File: src/rtl/ram_param_if.sv
// Access bus of the parametrised single-port RAM: request, write data and init
// from the datapath side; registered read data and status strobes back.
interface ram_param_if #(
  parameter int WIDTH  = 8,
  parameter int ADDR_W = 2
);
  logic              en;
  logic              r_w;
  logic [ADDR_W-1:0] addr;
  logic [WIDTH-1:0]  data_in;
  logic              init;
  logic [WIDTH-1:0]  data_out;
  logic              valid;
  logic              err;
  logic              busy;

  modport master (
    output en, r_w, addr, data_in, init,
    input  data_out, valid, err, busy
  );

  modport slave (
    input  en, r_w, addr, data_in, init,
    output data_out, valid, err, busy
  );
endinterface

File: src/rtl/ram_param.sv
// Single-port synchronous RAM with registered read, out-of-range flagging and
// a self-timed sweep that zeroes every word one per clock.
module ram_param #(
  parameter int WIDTH  = 8,
  parameter int DEPTH  = 4,
  parameter int ADDR_W = 2
) (
  input  logic       clk,
  input  logic       clear,
  ram_param_if.slave bus
);

  typedef enum logic {IDLE, SWEEP} state_t;

  // One extra bit so DEPTH == 2**ADDR_W still compares correctly.
  localparam logic [ADDR_W:0]   DEPTH_X = (ADDR_W + 1)'(DEPTH);
  localparam logic [ADDR_W-1:0] LAST    = ADDR_W'(DEPTH - 1);

  state_t            state_q, state_d;
  logic [ADDR_W-1:0] cnt_q, cnt_d;
  logic [WIDTH-1:0]  data_out_q, data_out_d;
  logic              valid_q, valid_d;
  logic              err_q, err_d;

  logic              we;
  logic [ADDR_W-1:0] waddr;
  logic [WIDTH-1:0]  wdata;
  logic [WIDTH-1:0]  rd_word;
  logic              addr_oor;

  logic [WIDTH-1:0]  word_q [DEPTH];

  // Storage is plain registers: reset has to clear every word at once.
  for (genvar gi = 0; gi < DEPTH; gi++) begin : g_word
    always_ff @(posedge clk or negedge clear) begin
      if (!clear) begin
        word_q[gi] <= '0;
      end else if (we && (waddr == ADDR_W'(gi))) begin
        word_q[gi] <= wdata;
      end
    end
  end

  // Out-of-range addresses match no word, so the mux yields zero for them.
  always_comb begin
    rd_word = '0;
    for (int i = 0; i < DEPTH; i++) begin
      if ({1'b0, bus.addr} == (ADDR_W + 1)'(i)) begin
        rd_word = word_q[i];
      end
    end
  end

  assign addr_oor = ({1'b0, bus.addr} >= DEPTH_X);

  always_comb begin
    state_d    = state_q;
    cnt_d      = cnt_q;
    data_out_d = data_out_q;
    valid_d    = 1'b0;
    err_d      = 1'b0;
    we         = 1'b0;
    waddr      = bus.addr;
    wdata      = bus.data_in;

    case (state_q)
      IDLE: begin
        if (bus.init) begin
          state_d = SWEEP;
          cnt_d   = '0;
        end else if (bus.en) begin
          if (addr_oor) begin
            err_d = 1'b1;
            if (!bus.r_w) begin
              valid_d    = 1'b1;
              data_out_d = '0;
            end
          end else if (bus.r_w) begin
            we = 1'b1;
          end else begin
            valid_d    = 1'b1;
            data_out_d = rd_word;
          end
        end
      end
      SWEEP: begin
        we    = 1'b1;
        waddr = cnt_q;
        wdata = '0;
        if (cnt_q == LAST) begin
          state_d = IDLE;
          cnt_d   = '0;
        end else begin
          cnt_d = cnt_q + ADDR_W'(1);
        end
      end
      default: begin
        state_d = IDLE;
        cnt_d   = '0;
      end
    endcase
  end

  always_ff @(posedge clk or negedge clear) begin
    if (!clear) begin
      state_q    <= IDLE;
      cnt_q      <= '0;
      data_out_q <= '0;
      valid_q    <= 1'b0;
      err_q      <= 1'b0;
    end else begin
      state_q    <= state_d;
      cnt_q      <= cnt_d;
      data_out_q <= data_out_d;
      valid_q    <= valid_d;
      err_q      <= err_d;
    end
  end

  assign bus.data_out = data_out_q;
  assign bus.valid    = valid_q;
  assign bus.err      = err_q;
  assign bus.busy     = (state_q == SWEEP);

endmodule

File: src/flat_wrapper.sv
// flat-port wrapper written by rule: the top's interface ports become plain ports
module ram_param_flat 
#(
  parameter int WIDTH  = 8,
  parameter int DEPTH  = 4,
  parameter int ADDR_W = 2
)
  (clk, clear, bus_en, bus_r_w, bus_addr, bus_data_in, bus_init, bus_data_out, bus_valid, bus_err, bus_busy);
  ram_param_if #(.WIDTH(WIDTH), .ADDR_W(ADDR_W)) bus_i ();
  input  logic clk;
  input  logic clear;
  input wire logic [$bits(bus_i.en)-1:0] bus_en;
  input wire logic [$bits(bus_i.r_w)-1:0] bus_r_w;
  input wire logic [$bits(bus_i.addr)-1:0] bus_addr;
  input wire logic [$bits(bus_i.data_in)-1:0] bus_data_in;
  input wire logic [$bits(bus_i.init)-1:0] bus_init;
  output wire logic [$bits(bus_i.data_out)-1:0] bus_data_out;
  output wire logic [$bits(bus_i.valid)-1:0] bus_valid;
  output wire logic [$bits(bus_i.err)-1:0] bus_err;
  output wire logic [$bits(bus_i.busy)-1:0] bus_busy;
  assign bus_i.en = bus_en;
  assign bus_i.r_w = bus_r_w;
  assign bus_i.addr = bus_addr;
  assign bus_i.data_in = bus_data_in;
  assign bus_i.init = bus_init;
  assign bus_data_out = bus_i.data_out;
  assign bus_valid = bus_i.valid;
  assign bus_err = bus_i.err;
  assign bus_busy = bus_i.busy;
  ram_param #(.WIDTH(WIDTH), .DEPTH(DEPTH), .ADDR_W(ADDR_W)) u_core (.clk(clk), .clear(clear), .bus(bus_i));
endmodule
File: config.mk
export PLATFORM = sky130hd
export DESIGN_NAME = ram_param_flat
export DESIGN_NICKNAME = d
export VERILOG_FILES = /design/src/rtl/ram_param_if.sv /design/src/rtl/ram_param.sv /design/src/flat_wrapper.sv
export SDC_FILE = /design/constraint.sdc
export NUM_CORES = 1
export LEC_CHECK = 0
export CAP_MARGIN = 20
export CORE_MARGIN = 2
export CORE_UTILIZATION = 52
export DETAILED_ROUTE_END_ITERATION = 8
export PLACE_DENSITY = 0.76
export SLEW_MARGIN = 20
export SYNTH_ARGS = -nofsm -noshare
export SYNTH_HDL_FRONTEND = slang
export SYNTH_SLANG_ARGS = --single-unit
File: constraint.sdc
create_clock -name clk -period 3.3 [get_ports clk]
set_input_delay 0.99 -clock clk [delete_from_list [all_inputs] [get_ports clk]]
set_output_delay 0.99 -clock clk [all_outputs]
set_load 0.01 [all_outputs]
* Yosys cells after proc, flatten, opt, wreduce, memory -nomap -nowiden
Index checks and enable logic that the tools add are counted.
** Word-level totals
- Register bits after elaboration :: 44
- Output and inout port bits :: 11
- Word-level logic and storage cells :: 47
** Cells by class
- $add $sub $neg :: 1
- Eq/ne operators :: 8
- Muxes and demuxes :: 20
- Bitwise gates (word level) :: 3
- Reduce and logical (&&, ||, !) cells :: 7
** Operator list (count)
- two-way mux 8 bit :: 5
- equality test 2 bit, second input constant :: 5
- two-way mux 1 bit :: 9
- two-way mux 2 bit :: 3
- equality test 2 x 1 -> 1 bit, second input constant :: 2
- logical AND 1 bit :: 4
- logical NOT 2 bit :: 2
- one-hot mux 1 bit (2 select lines) :: 2
- one-hot mux 2 bit (2 select lines) :: 1
- AND reduction 4 bit :: 1
- NOT 1 bit :: 3
- adder 2 x 1 -> 2 bit, second input constant :: 1
- != test 2 bit, second input constant :: 1

* Longest topological paths before layout
Gate-level depths: netlist of the first run.
- Word-level depth :: 5
- Depth in mapped cells :: 5

* Least setup slack after synthesis of the first run
Ideal clock, no wire load.
- Kind :: input-to-reg
- Start :: input bus_addr[0]
- End :: register u_core.data_out_q[1], in the netlist u_core.bus.data_out[1]
- Arrival time :: 2.050 ns
- Path slack :: 1.125 ns
- Stages on the path :: 4
- Buffers on the path :: 2
- Cell sequence :: buf_2 buf_6 mux4_2 mux2_2
** Between the ends
- Longest elaborated chain between the ends :: 5
- Elaborated cells between the ends (all ways) :: 8
- Those cells by class :: 3 x eq/ne; 4 x mux; 1 x reduce/logical
** RTL lines
- start, declared :: line flat_wrapper.sv:14 : input wire logic [$bits(bus_i.addr)-1:0] bus_addr;
- logical NOT 2 bit :: line ram_param.sv:48 : if ({1'b0, bus.addr} == (ADDR_W + 1)'(i)) begin
- two-way mux 8 bit (3 in series) :: line ram_param.sv:48
- two-way mux 8 bit (*) :: line ram_param.sv:48
- end signal, assigned :: line ram_param.sv:114 : data_out_q <= data_out_d;
- end, declared :: line ram_param.sv:21 : logic [WIDTH-1:0] data_out_q, data_out_d;
Every way passes the cells marked *; elsewhere a longest branch is shown, timed or not.
A chain may end at the register's enable or synchronous reset.

* Worst setup path in the final report of the first run
- Start :: register u_core.state_q, in the netlist u_core.bus.busy
- End :: output bus_busy
** RTL lines
- start, declared :: line ram_param.sv:19 : state_t state_q, state_d;
- start signal, assigned :: line ram_param.sv:112 : state_q <= state_d;
- end, declared :: line flat_wrapper.sv:20 : output wire logic [$bits(bus_i.busy)-1:0] bus_busy;
No word-level cell between the ends.

==> impl_metrics.ini, run 1 <==
[logic_synthesis]
synthMuxAreaShare_pct = 25.2
syn-instance-count = 164
yosysTopAreaCell = dfrtp_1
syn_nets = 180
ys_seq_area_share_pct = 53.2
syn-mean-instance-area_um2 = 12.6
synth_fa_ha_area_share_pct = 0.605
synth_top_area_share_pct = 53.2
synth_compound_area_share_pct = 5.51
yosys.area_share.simple_pct = 10.5
async_flop_share_pct = 100
yosys_warnings = 0
synth-xor-area-share_pct = 0
synth_top_family_by_area = multiplexers
syn_area_mm2 = 0.00207
synthTopCellsByArea = dfrtp_1, mux2i_1, mux4_2
ys_types = 26
synth_edf_count = 0
ys_seq_elements = 44
ys_dominant_reg_cell = dfrtp_1

[placement]
place_ws_ns = 0.549
placed_area_mm2 = 0.00236
dp_hpwl_mm = 3.00
place_congestion = 0.776
numPortBuffers = 24

[final_layout]
num_antenna_cells = 0
final_area_mm2 = 0.00243
fill_cells = 305
nNetsFinal = 209
drive_above_1_share_pct = 17.6
regArea_mm2 = 0.00110
areaGrowthSynthToFinish_pct = 17.7
multi_input_area_um2 = 867

[critical_path]
r2r_start = u_core.bus.busy
crit_arrival_ns = 1.49
regToRegEndpoint = u_core.bus.data_out[7]
startpoint = u_core.bus.busy
crit_end = bus_busy
reg2reg_depth = 3
crit_buf_inv = 1
start_kind = flip-flop
slowest_delay_ns = 0.61
worst-setup-path-type = flip-flop to output pin
rrSetupSlack_ns = 1.53
cp.depth = 1
path_max_fanout = 12
cp-end-kind = output pin
path_cells = clkdlybuf4s50_1
critPathSlowestCell = clkdlybuf4s50_1
critical-path-top-delay-family = buffers and inverters
cp_data_required_time_ns = 2.31

[pwr]
leakage_nw = 1.25
irDropWorstVdd_mv = 0.293
power_density_mw_per_mm2 = 562

[route]
drt-pass1-iter-count = 4
drt-wirelength-per-cell_um = 17.8
drt_iter0_drc = 89
drc_errors = 0
ant_nets = 0
viasPerCell = 5.86
totalWireLength_mm = 4.29
vias = 1412

[floorplanning]
core_mm2 = 0.00374
die_height_um = 67.1
io_pins = 26
die_area_mm2 = 0.00450
num_rows = 22
fp.dieW_um = 67.1
start_util_pct = 55.2

[clock_network]
cts_made_buffers = 5
cts_tree = built
cts_resized = 0
post-cts-setup-buffers = 0
clkLatencyLatePin_ns = 0.29
cts_max_level = 2
cts.path.max_buffers = 2
cts.sinks = 44
clk_pin_slew_ns = 0.08
hold_buffers = 0
clock-root-buffer = clkbuf_8

[timing]
final-hold-violation-count = 0
fin_setup_tns_ns = 0
min_period_over_period_pct = 75.2
slew_headroom_pct = 36.2
fmax_ghz = 0.403
setup_viol = 0
finalCriticalPeriod_ns = 2.48
setup_ws_ns = 0.820
worstMarginPinSlew_ns = 0.957
slew_violations = 0
fin_skew_ns = 0.0103
rsz0062_at_grt = no

[global_route]
antenna_found_initial = 0
grt_pass1_vias = 1515
grt_pass1_wl_mm = 7.31
grt_usage_pct = 22.9
grt_max_degree = 45
grt-ovfl-total = 0

[job]
drv_cap = 0

[worst_hold_path]
min-delay-path-class = flip-flop to flip-flop

[outcome]
status = completed
[cells in the final DEF (no fill, tap or decap), types with 2 or more instances in the layout]
master           synthesis  routed
o21ai_0                  9       9
clkdlybuf4s50_1          0      23
inv_1                    9       9
clkbuf_8                 0       5
nand2_1                 26      26
dfrtp_1                 44      44
mux2i_1                 25      25
nand3b_1                 4       4
nand3_1                  2       2
buf_4                    2       8
mux4_2                   8       8
o211ai_1                 7       7
mux2_2                   8       8
[logic make-up after synthesis]
family          after synthesis
compound gates               18
fa+ha+maj                     1
buf+inv                      19
flops                        44
mux                          41
other cells                   1
simple gates                 40
[metrics by stage]
step	power, mW	util [%]	cells	hold slack, ns
after global routing	1.45	65.0	241	0.529
after floorplan	0.902	-	164	0.485
after CTS	1.38	65.0	241	0.513
after detailed placement	1.06	63.0	234	0.495
final	1.37	65.0	241	0.506
after global placement	1.04	63.0	234	0.488
[state kept, by name (all words and copies together), names as in the netlist]
| signal | flops |
|---|---|
| u_core.bus.busy | 1 |
| u_core.bus.valid | 1 |
| u_core.cnt_q | 2 |
| u_core.bus.data_out | 8 |
| u_core.word_q | 32 |
[power breakdown]
group | internal [mW] | leakage (nW) | switching, mW
registers | 0.625 | 0.603 | 0.0687
clock network | 0.144 | 0.0410 | 0.173
logic | 0.179 | 0.608 | 0.179
total | 0.948 | 1.25 | 0.421
[routing by layer]
layer	GRT usage [%]	vias up	part of all wire (%)
met1	31.5	719	42
li1	-	635	-
met3	6.25	4	8.1
met2	34.0	54	49
met4	10.2	0	0.98
met5	0	-	0
[cell type report]
cell class	count	area share, %
clock buffer	6	2.98
clock inverter	1	0.206
timing repair buffer	32	12.1
multi-input combinational	101	35.6
sequential	44	45.2
tap	48	2.47
inverter	9	1.39
[synthesized netlist by cell type, drive strengths merged (2+ instances only)]
| library cell | n |
|---|---|
| nand3b | 4 |
| nand2 | 26 |
| buf | 9 |
| o21ai | 9 |
| mux2i | 25 |
| o211ai | 7 |
| dfrtp | 44 |
| mux4 | 8 |
| mux2 | 8 |
| inv | 9 |
| nand3 | 2 |
[how the worst min path moves through the flow]
stage / start / to / slack [ns] / cells past startpoint
final: u_core.bus.data_out[0] / u_core.bus.data_out[0] / 0.51 / 1
after global routing: u_core.bus.data_out[6] / u_core.bus.data_out[6] / 0.53 / 1
after CTS: u_core.bus.data_out[1] / u_core.bus.data_out[1] / 0.51 / 1
after detailed placement: u_core.bus.data_out[4] / u_core.bus.data_out[4] / 0.50 / 1
after global placement: u_core.bus.data_out[1] / u_core.bus.data_out[1] / 0.49 / 1
after floorplan: u_core.word_q[0] / u_core.word_q[0] / 0.49 / 2
(Power assumes the default switching activity.)
==> run 2: changes to the inputs <==
- clock period: 3.3 -> 2.5 ns (I/O delays scaled with it)
==> run 2 against run 1 <==
Worst setup slack lost 0.57 ns. First-iteration DRC count is 48% lower. Utilization is 2.1 points higher. Wire length rose by 3.3%. Critical endpoint unchanged.
==> impl_metrics.ini, run 2 (synthesis gave the netlist of run 1 again) <==
[outcome]
status = completed

[clock_network]
clock-root-buffer = clkbuf_8
post-cts-setup-buffers = 0
cts_tree = built
cts_max_level = 2
cts_made_buffers = 5
cts_resized = 0
clk_pin_slew_ns = 0.08
cts.path.max_buffers = 2
hold_buffers = 0
clkLatencyLatePin_ns = 0.30
cts.sinks = 44

[pwr]
power_switching_mw = 0.580
p_sw_share_pct = 29.9
power_frac_comb_pct = 25.0
leakage_nw = 1.29
irDropWorstVdd_mv = 0.380
pwr-share-clk_pct = 27.6
p_total_mw = 1.94
p_int_mw = 1.36
seq_power_share_pct = 47.4
power_density_mw_per_mm2 = 772

[global_route]
antenna_found_initial = 0
grt_usage_pct = 23.9
grt_max_degree = 45
grt_pass1_wl_mm = 7.51
grt-ovfl-total = 0
grt_pass1_vias = 1534

[floorplanning]
io_pins = 26
fp.dieW_um = 67.1
die_area_mm2 = 0.00450
start_util_pct = 55.2
num_rows = 22
core_mm2 = 0.00374
die_height_um = 67.1

[critical_path]
reg2reg_depth = 4
cp_data_required_time_ns = 1.75
slowest_delay_ns = 0.61
r2r_start = u_core.bus.busy
worst-setup-path-type = flip-flop to output pin
crit_arrival_ns = 1.50
path_max_fanout = 12
critical-path-top-delay-family = buffers and inverters
crit_buf_inv = 1
critPathSlowestCell = clkdlybuf4s50_1
rrSetupSlack_ns = 0.90
regToRegEndpoint = u_core.word_q[28]
start_kind = flip-flop
cp-end-kind = output pin
path_cells = clkdlybuf4s50_1

[timing]
fin_setup_tns_ns = 0
slew_violations = 0
slew_headroom_pct = 63.8
hold-worst-slack_ns = 0.514
worstMarginPinSlew_ns = 0.543
setup_viol = 0
min_period_over_period_pct = 90.0
final-hold-violation-count = 0
setup_ws_ns = 0.250
fmax_ghz = 0.444
finalCriticalPeriod_ns = 2.25
fin_skew_ns = 0.00501
rsz0062_at_grt = no

[route]
ant_nets = 0
drt-pass1-iter-count = 6
totalWireLength_mm = 4.43
viasPerCell = 5.85
drt_iter0_drc = 46
drt-wirelength-per-cell_um = 17.9
drc_errors = 0
vias = 1445

[worst_hold_path]
hold_path_depth = 1
hp-start = u_core.bus.data_out[0]
min-delay-path-class = flip-flop to flip-flop
min_to = u_core.bus.data_out[0]

[final_layout]
final_cell_mix = dfrtp_1, nand2_1, mux2i_1
nNetsFinal = 214
layout_commonest_cell = dfrtp_1
regMostFlops = u_core.word_q
drive_above_1_share_pct = 20.1
num_antenna_cells = 0
areaGrowthSynthToFinish_pct = 21.6
final_cells = 247
largest_register_ffs = 32

[placement]
place_congestion = 0.773
dp_hpwl_mm = 3.03
place_ws_ns = 0.171
dp_cells = 239
numPortBuffers = 24

[job]
drv_cap = 0
[run 2: power groups by stage]
stage                     registers, mW  clock network [mW]  logic, mW
after floorplan                   0.916                   0      0.275
after global placement            0.924                   0      0.469
after detailed placement          0.933                   0      0.483
after CTS                         0.919               0.546      0.487
after global routing              0.937               0.577      0.525
final                             0.920               0.537      0.486
[run 2: layer usage]
metal	wire [µm]	vias up	GRT usage (%)
li1	-	645	-
met1	1910	732	30.8
met2	2160	53	38.9
met3	259	15	5.57
met4	105	0	9.18
met5	0	-	0
[run 2: worst max path at each step]
stage / cells after the start / slack, ns / start / end
2_1_floorplan: 4 / 0.57 / bus_addr[0] / u_core.bus.data_out[1]
3_3_place_gp: 4 / 0.20 / bus_addr[0] / u_core.bus.data_out[5]
3_5_place_dp: 4 / 0.17 / bus_addr[0] / u_core.bus.data_out[1]
4_1_cts: 1 / 0.25 / u_core.bus.busy / bus_busy
5_1_grt: 1 / 0.18 / u_core.bus.busy / bus_busy
6_report: 1 / 0.25 / u_core.bus.busy / bus_busy
[run 2: area by class of cell]
type | count | area (µm²)
well taps | 48 | 60.1
multi-input cells | 101 | 867
flip-flops and latches | 44 | 1100
clock buffers | 6 | 72.6
inverters | 9 | 33.8
clock inverters | 2 | 35.0
repair buffers | 37 | 345
fillers | 307 | 1230
[run 2: metrics by stage]
stage	instance area, µm²	util, %
3_3_place_gp	2410	64.3
5_1_grt	2510	67.2
4_1_cts	2510	67.2
2_1_floorplan	2070	-
3_5_place_dp	2410	64.3
6_report	2510	67.2
==> run 3: changes to the inputs <==
- GPL_ROUTABILITY_DRIVEN: not set -> 0
- PLACE_DENSITY: 0.76 -> 0.77
==> run 3 against run 2 <==
Hold slack worse by 0.029 ns. Global-route usage down 0.50 points. Register-to-register slack worse by 0.08 ns. Clock power down 16%. Critical path depth unchanged. Worst setup slack about the same. Final area down 0.99%. Power down 5.1%. Clock skew up 0.0036 ns. Utilization down 0.67 points. Final cell count down 0.40%. Wire length down 4.2%. Critical endpoint unchanged. Largest cell class unchanged.
==> impl_metrics.ini, run 3 (synthesis gave the netlist of run 1 again) <==
[timing]
fin_skew_ns = 0.00859
setup_viol = 0
worstMarginPinSlew_ns = 0.689
finalCriticalPeriod_ns = 2.25
slew_violations = 0
hold-worst-slack_ns = 0.485
fin_setup_tns_ns = 0
fmax_ghz = 0.444
rsz0062_at_grt = no
slew_headroom_pct = 54.1
final-hold-violation-count = 0
setup_ws_ns = 0.250
min_period_over_period_pct = 90.0

[global_route]
grt_pass1_wl_mm = 7.59
grt_busiest_layer = met2
met3_usage_pct = 4.05
grt_usage_pct = 23.4
use_met1_pct = 32.2
grt_max_degree = 33
met2_usage_pct = 38.0
grt-ovfl-total = 0
grt_pass1_vias = 1566
antenna_found_initial = 0

[route]
viasPerCell = 5.74
ant_nets = 0
drt-pass1-iter-count = 4
drt_iter0_drc = 93
drc_errors = 0
totalWireLength_mm = 4.24
drt-wirelength-per-cell_um = 17.3
vias = 1411

[outcome]
status = completed

[clock_network]
clk_pin_slew_ns = 0.08
cts.path.max_buffers = 2
cts_made_buffers = 5
clock-root-buffer = clkbuf_8
post-cts-setup-buffers = 0
clkLatencyLatePin_ns = 0.30
cts_tree = built
hold_buffers = 0
cts.sinks = 44
cts_max_level = 2
cts_resized = 0

[floorplanning]
fp.dieW_um = 67.1
core_mm2 = 0.00374
die_height_um = 67.1
io_pins = 26
start_util_pct = 55.2
die_area_mm2 = 0.00450
num_rows = 22

[critical_path]
worst-setup-path-type = flip-flop to output pin
slowest_delay_ns = 0.61
path_max_fanout = 12
critPathSlowestCell = clkdlybuf4s50_1
crit_buf_inv = 1
critical-path-top-delay-family = buffers and inverters
start_kind = flip-flop
crit_arrival_ns = 1.50
path_cells = clkdlybuf4s50_1
cp-end-kind = output pin
cp_data_required_time_ns = 1.75

[final_layout]
drive_above_1_share_pct = 19.2
num_antenna_cells = 0
fill_cells = 298
nNetsFinal = 213
areaGrowthSynthToFinish_pct = 20.4
regMostFlops = u_core.word_q
layout_commonest_cell = dfrtp_1
largest_register_ffs = 32
final_cell_mix = dfrtp_1, nand2_1, mux2i_1

[pwr]
power_density_mw_per_mm2 = 740
p_total_mw = 1.84
irDropWorstVdd_mv = 0.385
leakage_nw = 1.28

[placement]
numPortBuffers = 24
place_ws_ns = 0.160
dp_hpwl_mm = 3.02

[worst_hold_path]
min-delay-path-class = input port to async pin

[job]
drv_cap = 0
## run 3: cell count changes in the layout (fill, tap and decap cells not counted), sizes merged
| cell | before | now |
|---|---|---|
| bufinv | 1 | 0 |
| buf | 14 | 13 |
| clkinv | 1 | 0 |
| clkbuf | 6 | 8 |
## run 3: power by group
| part | leakage, nW | total (mW) | switching, mW | internal, mW |
|---|---|---|---|---|
| Combinational | 0.632 | 0.477 | 0.236 | 0.241 |
| Sequential | 0.603 | 0.915 | 0.0907 | 0.825 |
| Clock | 0.0455 | 0.451 | 0.226 | 0.225 |
| Total | 1.28 | 1.84 | 0.552 | 1.29 |
## run 3: final timing paths
kind / startpoint / depth (start not counted) / endpoint / slack (ns)
max in group asynchronous: clear / 2 / u_core.word_q[28] / 1.42
setup / recovery: u_core.bus.busy / 1 / bus_busy / 0.25
hold / removal: clear / 1 / u_core.bus.data_out[2] / 0.48
hold reg to reg: u_core.bus.data_out[4] / 1 / u_core.bus.data_out[4] / 0.51
min in group clk: u_core.bus.data_out[4] / 1 / u_core.bus.data_out[4] / 0.51
setup reg to reg: u_core.bus.busy / 3 / u_core.word_q[30] / 0.82
## run 3: through the flow
step | util [%] | cells | area [µm²]
2_1_floorplan | - | 164 | 2070
3_3_place_gp | 64.1 | 238 | 2400
3_5_place_dp | 64.1 | 238 | 2400
4_1_cts | 66.5 | 246 | 2490
5_1_grt | 66.5 | 246 | 2490
6_report | 66.5 | 246 | 2490
## run 3: area by class of cell
type	instances	area (µm²)	area share, %
inverter	9	33.8	1.36
sequential	44	1100	44.2
timing repair buffer	36	338	13.6
clock buffer	8	90.1	3.62
tap	48	60.1	2.41
multi-input combinational	101	867	34.8
## run 3: per-layer routing
layer	wire length (µm)	up-vias	part of all wire, %
met5	0	-	0
li1	-	646	-
met1	1860	712	44
met3	222	5	5.2
met4	41	0	0.97
met2	2120	48	50
==> variant 1, RTL diff (settings of run 2) <==
Take the reset off `data_out_q` and load it in a clocked block of its own.
--- a/src/rtl/ram_param.sv
+++ b/src/rtl/ram_param.sv
@@ -105,16 +105,18 @@
     if (!clear) begin
       state_q    <= IDLE;
       cnt_q      <= '0;
-      data_out_q <= '0;
       valid_q    <= 1'b0;
       err_q      <= 1'b0;
     end else begin
       state_q    <= state_d;
       cnt_q      <= cnt_d;
-      data_out_q <= data_out_d;
       valid_q    <= valid_d;
       err_q      <= err_d;
     end
+  end
+
+  always_ff @(posedge clk) begin
+    data_out_q <= data_out_d;
   end
 
   assign bus.data_out = data_out_q;
Formal check against the unedited RTL: not equivalent (Yosys sat finds a counterexample within 4 cycles, from zero or initial values; the reset may be asserted at any time).
==> variant 1 against run 2 <==
Sequential cell count unchanged; cell area down 4.5%; maximum frequency up 5.8%; register-to-register slack better by 0.17 ns; power down 12%; wire length down 12%; combinational power down 26%; worst setup slack better by 0.12 ns; die area down 2.8%; area after synthesis down 3.0%; sequential power down 2.9%.
==> variant 1: results (changes against run 2) <==
run status finished, final reports clean; Post-synth ARST share 0.818 (-0.182); fraction of final layout cells with drive strength greater than 1 0.140 (-0.0612); leakage power total 1.25 nW (-3.3%); multiplexer share of the synthesized area 0.255 (+0.00286); sequential-to-total area share from yosys stat 0.569 (+0.0366); longest individual stage delay on the worst path 0.59 ns (-0.02 ns); library cells used by synthesis 22 (-15%); maximum VDD drop 0.368 mV (-3.2%); met1 Usage GRT 0.245 (-0.0628); DP Wirelength 2640 um (-13%); Worst Skew 0.00573 ns (+0.000723 ns); Pre-Repair DR Iteration Count 4 (-2); number of nets produced by synthesis 169 (-6.1%); share of power burned in the clock network 0.265 (-0.011); most frequent cells after synthesis dfrtp_1, nand2_1, mux2i_1; total internal power 1.20 mW (-12%); wire length on met3 137 um (-47%); largest cells by area after synthesis dfrtp_1, mux2i_1, edfxtp_1; GRT Resource Usage Total 0.207 (-0.0312); wl on met1 1580 um (-17%); number of enable flip-flop cells after synthesis 8 (+8); via/cell ratio 5.38 (-8.0%); Compound-Gate Fraction of Synth Area 0.00686 (-0.0482); CP Data Arrival Time 1.38 ns (-0.12 ns); sum of routed wire length over all layers 3900 um (-12%); share of synthesized cell area in full adder, half adder and majority cells 0.00624 (+0.000189); critical hold path startpoint u_core.word_q[14]; gate count after technology mapping 153 (-6.7%); Wirelength per Cell 16.6 um (-7.2%); via count of the first global-routing pass 1327 (-13%); sequential share of power 0.524 (+0.050); wire length on met2 2120 um (-1.7%); met2 layer usage reported by global route 0.359 (-0.0299); Layout Nets 201 (-6.1%); number of DRC violations after detailed-routing iteration 0 92 (+100%); number of fill cells in the layout 300 (-2.3%)
-- variant 1: cell count changes in the layout (fill, tap and decap cells not counted), sizes merged, moves of 7 or more --
cell    before  now
mux2         8    0
o21ai        9    1
o211ai       7    0
mux2i       25   33
edfxtp       0    8
dfrtp       44   36
nand2       26   35
-- variant 1: metrics by stage --
| stage | hold WS (ns) | setup WS [ns] | total power [mW] | util | instance area, sq um |
|---|---|---|---|---|---|
| floorplan | 0.454 | 0.787 | 1.13 | - | 2010 |
| detailed placement | 0.520 | 0.262 | 1.27 | 0.626 | 2310 |
| finish | 0.528 | 0.373 | 1.70 | 0.651 | 2400 |
| global placement | 0.510 | 0.293 | 1.24 | 0.626 | 2310 |
| global route | 0.547 | 0.278 | 1.80 | 0.651 | 2400 |
| CTS | 0.529 | 0.354 | 1.72 | 0.651 | 2400 |
-- variant 1: layout make-up --
type                       instances  area share
sequential                        44       0.475
clock inverter                     1     0.00313
clock buffer                       7      0.0359
inverter                           9      0.0141
tap                               48      0.0250
multi-input combinational         93       0.322
timing repair buffer              32       0.125
-- variant 1: final timing paths --
check | cells after the start | endpoint
worst max-delay path | 1 | bus_busy
worst min register to register | 2 | u_core.word_q[14]
max in group asynchronous | 2 | u_core.cnt_q[0]
worst min-delay path | 2 | u_core.word_q[14]
worst max register to register | 4 | u_core.word_q[12]
min in group asynchronous | 2 | u_core.word_q[12]
-- variant 1: logic make-up (layout without fill, tap and decap cells) --
logic type	count (synthesis)	count (layout)
flip-flops	44	44
multiplexers	41	41
AO/OA/AOI/OAI	2	2
adder cells (fa/ha/maj)	1	1
AND/OR/NAND/NOR	48	48
buffers and inverters	16	49
other	1	1
==> variant 2, RTL diff (config.mk and constraints of run 2) <==
Without the edit above. `WIDTH` is set to 8 in 3 places; all go to 9.
--- a/src/rtl/ram_param_if.sv
+++ b/src/rtl/ram_param_if.sv
@@ -1,7 +1,7 @@
 // Access bus of the parametrised single-port RAM: request, write data and init
 // from the datapath side; registered read data and status strobes back.
 interface ram_param_if #(
-  parameter int WIDTH  = 8,
+  parameter int WIDTH  = 9,
   parameter int ADDR_W = 2
 );
   logic              en;
--- a/src/rtl/ram_param.sv
+++ b/src/rtl/ram_param.sv
@@ -1,7 +1,7 @@
 // Single-port synchronous RAM with registered read, out-of-range flagging and
 // a self-timed sweep that zeroes every word one per clock.
 module ram_param #(
-  parameter int WIDTH  = 8,
+  parameter int WIDTH  = 9,
   parameter int DEPTH  = 4,
   parameter int ADDR_W = 2
 ) (
--- a/src/flat_wrapper.sv
+++ b/src/flat_wrapper.sv
@@ -1,7 +1,7 @@
 // flat-port wrapper written by rule: the top's interface ports become plain ports
 module ram_param_flat 
 #(
-  parameter int WIDTH  = 8,
+  parameter int WIDTH  = 9,
   parameter int DEPTH  = 4,
   parameter int ADDR_W = 2
 )
Ports: changed (resized bus_data_in and bus_data_out); port bits go from 26 to 28. The function was not compared with the original's and may differ.
==> variant 2 against run 2 <==
Wire length is 7.0% higher; cell area is 9.5% higher; combinational power is 22% higher; sequential power is 14% higher; worst setup slack better by 0.041 ns; area after synthesis is 11% higher; maximum frequency is 1.9% higher; sequential cell count is 5 higher; critical path depth stayed put; count of clock-buffer cells in the layout is 1 lower; power is 8.2% higher; clock power is 14% lower; critical endpoint unchanged.
==> variant 2: results (changes against run 2) <==
run status finished, final reports clean; number of DRC violations after detailed-routing iteration 0 105 (+130%); GRT Resource Usage Total 0.210 (-0.0286); library cells used by synthesis 24 (-7.7%); weighted congestion reported at the end of routability-driven placement 0.822 (+6.4%); count of buffers from port buffering 26 (+8.3%); Layout Nets 230 (+7.5%); maximum fanout along the worst path 11 (-1); via count of the first global-routing pass 1645 (+7.2%); maximum VDD drop 0.582 mV (+53%); wire length of the first global-routing pass 7990 um (+6.3%); Placed Instance Area 2660 sq um (+11%); DP Wirelength 3320 um (+9.6%); number of nets produced by synthesis 194 (+7.8%); sequential-to-total area share from yosys stat 0.533 (about the same); pin count of the biggest net entering global routing 40 (-11%); total number of vias 1478 (+2.3%); max FFs per register 36 (+13%); Pre-Repair DR Iteration Count 4 (-2); fraction of final layout cells with drive strength greater than 1 0.182 (-0.0188); number of fill cells in the layout 342 (+11%); most frequent cells after synthesis dfrtp_1, mux2i_1, nand2_1; largest cells by area after synthesis dfrtp_1, mux2i_1, nand2_1; Max-slew headroom 0.433 (-0.206); register ranked first by flip-flop count u_core.word_q; CP Data Arrival Time 1.46 ns (-0.04 ns); Worst Skew 0.00951 ns (+0.00450 ns); Wirelength per Cell 17.8 um (-0.67%); leakage power total 1.45 nW (+12%)
## variant 2: kinds of logic after synthesis
kind of cell    after synthesis  share of synthesized area
compound gates                2                    0.00598
fa+ha+maj                     1                    0.00543
buf+inv                      19                     0.0467
flops                        49                      0.533
mux                          55                      0.308
other cells                   1                    0.00163
simple gates                 50                      0.100
## variant 2: layout make-up
| type | count | area share |
|---|---|---|
| Inverter | 10 | 0.0136 |
| Timing Repair Buffer | 38 | 0.130 |
| Clock inverter | 3 | 0.00818 |
| Clock buffer | 5 | 0.0250 |
| Sequential cell | 49 | 0.445 |
| Tap cell | 52 | 0.0236 |
| Multi-Input combinational cell | 109 | 0.354 |
## variant 2: metrics by stage
stage	setup slack (ns)	std cells	utilization	power (mW)	hold slack, ns
after floorplan	0.759	177	-	1.38	0.454
after global placement	0.150	258	0.615	1.63	0.494
after detailed placement	0.109	258	0.615	1.66	0.504
after CTS	0.285	266	0.637	2.13	0.525
after global routing	0.243	266	0.637	2.22	0.541
final	0.291	266	0.637	2.10	0.523
## variant 2: path summary, 6_finish.rpt
| path | start | slack [ns] | depth (start not counted) | endpoint |
|---|---|---|---|---|
| worst max-delay path | u_core.bus.busy | 0.29 | 1 | bus_busy |
| worst min-delay path | u_core.bus.data_out[1] | 0.52 | 1 | u_core.bus.data_out[1] |
| worst max register to register | u_core.bus.busy | 0.92 | 3 | u_core.bus.data_out[0] |
| worst min register to register | u_core.bus.data_out[1] | 0.52 | 1 | u_core.bus.data_out[1] |
| max in group asynchronous | clear | 1.33 | 2 | u_core.cnt_q[1] |
| min in group asynchronous | clear | 0.55 | 1 | u_core.word_q[31] |
## variant 2: routing by layer
| layer | vias to the layer above | global-route usage | share of wire |
|---|---|---|---|
| li1 | 682 | - | - |
| met1 | 753 | 0.259 | 0.40 |
| met2 | 35 | 0.371 | 0.53 |
| met3 | 8 | 0.0442 | 0.046 |
| met4 | 0 | 0.0692 | 0.016 |
| met5 | - | 0 | 0 |
## variant 2: worst register-to-register path, cell delays in order, from the launching register on
cell and delay, ns:
dfrtp_1 0.51, nor4b_2 0.33, buf_4 0.28, mux2_2 0.37
## variant 2: where the power goes
part | internal (mW) | switching, mW
clock | 0.199 | 0.265
sequential | 0.937 | 0.111
combinational | 0.311 | 0.280
total | 1.45 | 0.656
